File: src/rtl/alu_issue_unit.sv
// Byte-serial issue front end for the 16-bit ALU: collects op code and four operand bytes,
// holds them stable for the ALU, captures result/flags and returns two result bytes.
// Optional build macro: ECPU_ALU_ISSUE_ZERO_CALC_EN (zero flag computed locally from the result).
module alu_issue_unit (
    input  logic       clk,
    input  logic       rst,
    input  logic       start,
    input  logic [7:0] op_in,
    input  logic [7:0] in_data,
    input  logic       in_valid,
    output logic       in_ready,
    output logic [7:0] out_data,
    output logic       out_valid,
    input  logic       out_ready,
    output logic       busy,
    output logic [7:0] alu_op,
    output logic [7:0] alu_a_low,
    output logic [7:0] alu_a_high,
    output logic [7:0] alu_b_low,
    output logic [7:0] alu_b_high,
    input  logic [7:0] alu_res_low,
    input  logic [7:0] alu_res_high,
    input  logic       alu_zerof,
    input  logic       alu_overf,
    output logic       zero_flag,
    output logic       over_flag
);

    typedef enum logic [2:0] {
        IDLE    = 3'd0,
        LOAD_AL = 3'd1,
        LOAD_AH = 3'd2,
        LOAD_BL = 3'd3,
        LOAD_BH = 3'd4,
        EXEC    = 3'd5,
        OUT_L   = 3'd6,
        OUT_H   = 3'd7
    } state_t;

    state_t      state_r;
    logic [7:0]  alu_op_r;
    logic [7:0]  a_low_r;
    logic [7:0]  a_high_r;
    logic [7:0]  b_low_r;
    logic [7:0]  b_high_r;
    logic [15:0] result_r;
    logic [7:0]  out_data_r;
    logic        in_ready_r;
    logic        out_valid_r;
    logic        busy_r;
    logic        zero_flag_r;
    logic        over_flag_r;
    logic        in_xfer_s;
    logic        out_xfer_s;
    logic        zero_next_s;

`ifdef ECPU_ALU_ISSUE_ZERO_CALC_EN
    function automatic logic is_zero16(input logic [15:0] value);
        return (value == 16'h0000);
    endfunction
`endif

    // Handshake qualifiers and the zero flag source for the EXEC capture.
    always_comb begin
        in_xfer_s  = in_valid && in_ready_r;
        out_xfer_s = out_valid_r && out_ready;
`ifdef ECPU_ALU_ISSUE_ZERO_CALC_EN
        zero_next_s = is_zero16({alu_res_high, alu_res_low});
`else
        zero_next_s = alu_zerof;
`endif
    end

    // Sequencer: state, operand registers, result capture and all registered outputs.
    always_ff @(posedge clk or posedge rst) begin
        if (rst) begin
            state_r     <= IDLE;
            alu_op_r    <= 8'h00;
            a_low_r     <= 8'h00;
            a_high_r    <= 8'h00;
            b_low_r     <= 8'h00;
            b_high_r    <= 8'h00;
            result_r    <= 16'h0000;
            out_data_r  <= 8'h00;
            in_ready_r  <= 1'b0;
            out_valid_r <= 1'b0;
            busy_r      <= 1'b0;
            zero_flag_r <= 1'b0;
            over_flag_r <= 1'b0;
        end else begin
            case (state_r)
                IDLE: begin
                    if (start) begin
                        alu_op_r   <= op_in;
                        state_r    <= LOAD_AL;
                        in_ready_r <= 1'b1;
                        busy_r     <= 1'b1;
                    end else begin
                        state_r <= IDLE;
                    end
                end
                LOAD_AL: begin
                    if (in_xfer_s) begin
                        a_low_r <= in_data;
                        state_r <= LOAD_AH;
                    end else begin
                        state_r <= LOAD_AL;
                    end
                end
                LOAD_AH: begin
                    if (in_xfer_s) begin
                        a_high_r <= in_data;
                        state_r  <= LOAD_BL;
                    end else begin
                        state_r <= LOAD_AH;
                    end
                end
                LOAD_BL: begin
                    if (in_xfer_s) begin
                        b_low_r <= in_data;
                        state_r <= LOAD_BH;
                    end else begin
                        state_r <= LOAD_BL;
                    end
                end
                LOAD_BH: begin
                    // Dropping in_ready here keeps it from ever overlapping out_valid.
                    if (in_xfer_s) begin
                        b_high_r   <= in_data;
                        state_r    <= EXEC;
                        in_ready_r <= 1'b0;
                    end else begin
                        state_r <= LOAD_BH;
                    end
                end
                EXEC: begin
                    result_r    <= {alu_res_high, alu_res_low};
                    zero_flag_r <= zero_next_s;
                    over_flag_r <= alu_overf;
                    out_data_r  <= alu_res_low;
                    out_valid_r <= 1'b1;
                    state_r     <= OUT_L;
                end
                OUT_L: begin
                    if (out_xfer_s) begin
                        out_data_r <= result_r[15:8];
                        state_r    <= OUT_H;
                    end else begin
                        out_data_r <= result_r[7:0];
                        state_r    <= OUT_L;
                    end
                end
                OUT_H: begin
                    if (out_xfer_s) begin
                        out_valid_r <= 1'b0;
                        busy_r      <= 1'b0;
                        state_r     <= IDLE;
                    end else begin
                        state_r <= OUT_H;
                    end
                end
                default: begin
                    state_r     <= IDLE;
                    in_ready_r  <= 1'b0;
                    out_valid_r <= 1'b0;
                    busy_r      <= 1'b0;
                end
            endcase
        end
    end

    assign alu_op     = alu_op_r;
    assign alu_a_low  = a_low_r;
    assign alu_a_high = a_high_r;
    assign alu_b_low  = b_low_r;
    assign alu_b_high = b_high_r;
    assign out_data   = out_data_r;
    assign in_ready   = in_ready_r;
    assign out_valid  = out_valid_r;
    assign busy       = busy_r;
    assign zero_flag  = zero_flag_r;
    assign over_flag  = over_flag_r;

endmodule
File: config.mk
export PLATFORM = sky130hd
export DESIGN_NAME = alu_issue_unit
export DESIGN_NICKNAME = d
export VERILOG_FILES = /design/src/rtl/alu_issue_unit.sv
export SDC_FILE = /design/constraint.sdc
export NUM_CORES = 1
export LEC_CHECK = 0
export ABC_AREA = 0
export BUFFER_PORTS_ARGS = -buffer_cell sky130_fd_sc_hd__clkbuf_2
export CORE_ASPECT_RATIO = 1.25
export CORE_UTILIZATION = 46
export CTS_BUF_LIST = sky130_fd_sc_hd__clkbuf_16
export DETAILED_ROUTE_END_ITERATION = 12
export PLACE_DENSITY = 0.76
export SLEW_MARGIN = 30
export SYNTH_ARGS = -nofsm -noshare
export SYNTH_HDL_FRONTEND = slang
export SYNTH_SLANG_ARGS = --single-unit
File: constraint.sdc
create_clock -name clk -period 2 [get_ports clk]
set_clock_uncertainty 0.2 [all_clocks]
set_input_delay 0.2 -clock clk [delete_from_list [all_inputs] [get_ports clk]]
set_output_delay 0.2 -clock clk [all_outputs]
set_load 0.1 [all_outputs]
# After elaboration in Yosys (flattened, before gate mapping)
# Cells that the tools add are included.
[word_totals]
regBits = 72
[classes]
n_mux = 16
n_reduce_logical = 15
eq_ne = 10
[op_table]
columns = ["cell", "count"]
rows = [
  ["$pmux W3 S8", 1],
  ["$pmux W8 S2", 1],
  ["$eq A3 B3 Y1 const B", 4],
  ["$reduce_and A2 Y1", 6],
  ["$mux W8", 1],
  ["$reduce_bool A2 Y1", 4],
  ["$mux W1", 7],
  ["$eq A3 B2 Y1 const B", 2],
  ["$mux W3", 2],
  ["$ne A2 B2 Y1 const B", 3],
  ["$pmux W1 S2", 3],
  ["$reduce_and A3 Y1", 2],
  ["$eq A3 B1 Y1 const B", 1],
  ["$logic_not A3 Y1", 1],
  ["$logic_and A1 B1 Y1", 2],
  ["$mux W2", 1],
]

# Depth between registers and ports, before layout
[logic_depth]
depth_word = 3
mapped_depth = 5

# Worst setup path after synthesis
# Ideal clock, no wire load.
[synth_path]
kind = "register to register"
start = "reg in_ready_r (netlist: in_ready)"
end = "reg a_low_r[0] (netlist: alu_a_low[0])"
required_ns = 1.675
arrival_ns = 2.035
setup_ns = 0.125
path_slack_ns = -0.360
stages_incl_launch_ff = 4
n_path_buf = 0
cell_sequence = "dfrtp_1 > nand2_1 > nor4_4 > mux2_2"
[synth_via]
elab_chain_cells = 2
[synth_rtl]
columns = ["element", "line_no", "rtl"]
rows = [
  ["start: declaration", "48", "logic in_ready_r;"],
  ["start signal: assignment", "85", "in_ready_r <= 1'b0;"],
  ["start signal: assignment", "96", "in_ready_r <= 1'b1;"],
  ["start signal: assignment", "131", "in_ready_r <= 1'b0;"],
  ["$logic_and A1 B1 Y1", "65", "in_xfer_s = in_valid && in_ready_r;"],
  ["$reduce_and A2 Y1 (no source line)", "--", ""],
  ["end signal: assignment", "104", "a_low_r <= in_data;"],
  ["end: declaration", "42", "logic [7:0] a_low_r;"],
]
# No other way between the ends.
# A chain may end at the register's enable or synchronous reset.

# Final worst setup path
[layout_path]
start = "reg state_r[1]"
end = "reg result_r[10]"
[layout_via]
elab_chain_cells = 1
[layout_rtl]
columns = ["element", "line_no", "rtl"]
rows = [
  ["start: declaration", "40", "state_t state_r;"],
  ["start signal: assignment", "77", "state_r <= IDLE;"],
  ["start signal: assignment", "95", "state_r <= LOAD_AL;"],
  ["start signal: assignment", "99", "state_r <= IDLE;"],
  ["$eq A3 B3 Y1", "91", "case (state_r)"],
  ["end signal: assignment", "137", "result_r <= {alu_res_high, alu_res_low};"],
  ["end: declaration", "46", "logic [15:0] result_r;"],
]
# No other way between the ends.

==> metrics <==
critical register-to-register path startpoint=state_r[1]; setup repair after global routing missed its margin=false; Top FF cell, synth=dfrtp_1; count of nets left with antenna violations after detail routing=0; post-route cell area=0.004243 mm2; sequential cell area fraction in the yosys report=0.6015; fin. max-slew vios=0; number of global-route vias before repair=2308; Initial DRC Count=98; gate count after technology mapping=216; hold path start=out_ready; Setup Crit Path Kind=flip-flop to flip-flop; Die X=74.18 um; total inserted antenna cells=0; clock period minus final worst setup slack=1.834 ns; Hold Path Class=input port to flip-flop; Synth async-reset ratio=1.000; post-CTS clock slew at the launch and capture registers of the worst setup and hold paths=0.05 ns; total vias in the final route=2268; number of nets in the finished design=393; CTS H-Tree Depth=3; number of placed I/O pins=92; maximum number of buffers from clock root to sink=2; Arr. time, crit path=1.84 ns; final-report hold violation count=0; Max Clk Rate=545.1 MHz; global-route total usage across every layer=0.2115; routed wire length=6731 um; overall overflow remaining after global route=0; run status=complete, no violations; critical-path cell with the highest stage delay=dfrtp_1; synthesized netlist net count=255; post-synthesis instance area=0.002995 mm2; count of standard-cell rows=32; TritonCTS clock tree=yes; Max-Cap Viols=0; maximum cell stage delay along the critical path=0.52 ns; clock tree sinks=72; DPL Wire Length=4325 um; number of failing setup endpoints in the final timing report=0; critical path required time=2.00 ns; fraction of final layout cells sized beyond drive strength 1=0.5070; count of buffers from port buffering=91; placer's final routability congestion estimate=0.7775; post-detailed-placement cell area=0.003595 mm2; Starting Density=0.4796; first-pass GRT wire length=10650 um; Top delay family on crit path=flip-flops; Least-Margin Pin Slew=0.5550 ns; Distinct cells, synth=32; clock root buffer master=clkbuf_16; kind of start point of the critical path=flip-flop; initial antenna violation count=0; average wire per cell in the routed design=15.16 um; average footprint of a synthesized cell=13.87 um2; cts bufs inserted=9; max-slew headroom at the worst pin=0.6316; number of synthesized flops with an enable pin=0; crit path from=state_r[1]; cell-by-cell listing of the critical path=inv_1, nand3_2, mux2_2; top fanout value on the critical path=19; vias per std cell=5.108; kind of end point of the critical path=flip-flop; Worst Path Buf+Inv=1; flop and latch count out of synthesis=72; placeable core region=0.006246 mm2; Tcrit/Tclk final=0.9172; drc violations=0; layout filler cell count=507; total die area=0.006840 mm2; clk_lat worst skew=0.32 ns; maximum number of pins on one net before global-route repair=73; setup repair bufs after CTS=0; die outline height=92.22 um; area growth from synthesis to layout=41.65%; Synth warnings=0; sum of negative setup slack=0 ns; number of iterations in the first detailed-routing pass=4
-- cells in the final DEF, fill, tap and decap left out, types with 2 or more instances in the layout --
cell type / Yosys / final
mux2_2: 58 / 58
a211oi_1: 16 / 16
clkbuf_16: 0 / 9
and3_1: 8 / 8
nand3_1: 2 / 2
nand2_1: 6 / 6
dfrtp_1: 72 / 70
clkinv_1: 0 / 2
nand2b_1: 2 / 2
clkinvlp_4: 0 / 3
o22ai_1: 8 / 8
clkinv_2: 0 / 2
dfrtp_2: 0 / 2
dlygate4sd3_1: 0 / 36
a21oi_1: 4 / 4
nor2_1: 10 / 10
inv_1: 3 / 2
clkbuf_2: 0 / 91
buf_4: 2 / 9
-- cell type report --
type / instances / area [um2] / area share
multi-input cells: 130 / 1122 / 0.2645
well taps: 85 / 106.4 / 0.02507
flip-flops and latches: 72 / 1804 / 0.4252
clock inverters: 7 / 62.56 / 0.01474
inverters: 4 / 18.77 / 0.004423
clock buffers: 9 / 225.2 / 0.05308
repair buffers: 137 / 903.4 / 0.2129
-- cells by family after synthesis --
family	Yosys count	share of synthesized area
AOI/OAI and AO/OA	35	0.08146
muxes	58	0.2180
and+or+nand+nor	37	0.07520
buffers and inverters	14	0.02380
DFF	72	0.6015
-- metrics by stage --
stage                 util  cells  hold slack (ns)  worst slack (ns)
floorplan                -    216           0.1504         -0.009482
global placement    0.5755    392           0.1212            0.2230
detailed placement  0.5755    392           0.1295            0.1866
CTS                 0.6793    444          0.07186            0.1774
global route        0.6793    444           0.1096           0.05854
finish              0.6793    444          0.07683            0.1656
-- final timing paths --
check	end	slack, ns	cells past startpoint
min reg2reg	alu_op[0]	0.30	1
max in group asynchronous	in_ready	0.98	4
min	out_valid	0.08	4
max	result_r[10]	0.17	3
max reg2reg	result_r[10]	0.17	3
min in group asynchronous	alu_a_high[0]	0.32	4
-- worst min-delay path: cells and delay by family --
| kind | cells | cell delay (ns) |
|---|---|---|
| AND/OR/NAND/NOR | 3 | 0.21 |
| buffers and inverters | 1 | 0.15 |
-- synthesized netlist by cell type (2+ instances only) --
cell	number	area share
buf_4	2	0.0050
nand2b_1	2	0.0042
nand2_1	6	0.0075
clkbuf_1	4	0.0050
mux2_2	58	0.22
inv_1	3	0.0038
nor2_1	10	0.013
buf_2	3	0.0050
a21oi_1	4	0.0067
a211oi_1	16	0.040
dfrtp_1	72	0.60
nand3_1	2	0.0033
and3_1	8	0.017
o22ai_1	8	0.017
-- state kept, by name, summed over array words and instances (netlist names), 3 cells and up --
signal / count
out_data: 8
result_r: 16
alu_b_low: 8
alu_b_high: 8
alu_a_high: 8
state_r: 3
alu_op: 8
alu_a_low: 8
-- per-layer routing --
layer,up-vias,share of wire,routed length (um),GRT usage
li1,1071,-,-,-
met1,1119,0.41,2738,0.2407
met2,72,0.53,3537,0.3636
met3,6,0.056,378,0.05275
met4,0,0.011,77,0.09615
met5,-,0,0,0
-- repair_timing --
action,in CTS,in global routing
endpoints found under the hold margin,134,0
gates resized for setup,0,0
hold buffers,36,0
Power is not shown: default switching activity piles up to over one toggle a cycle in this logic, so the estimate is an artifact.
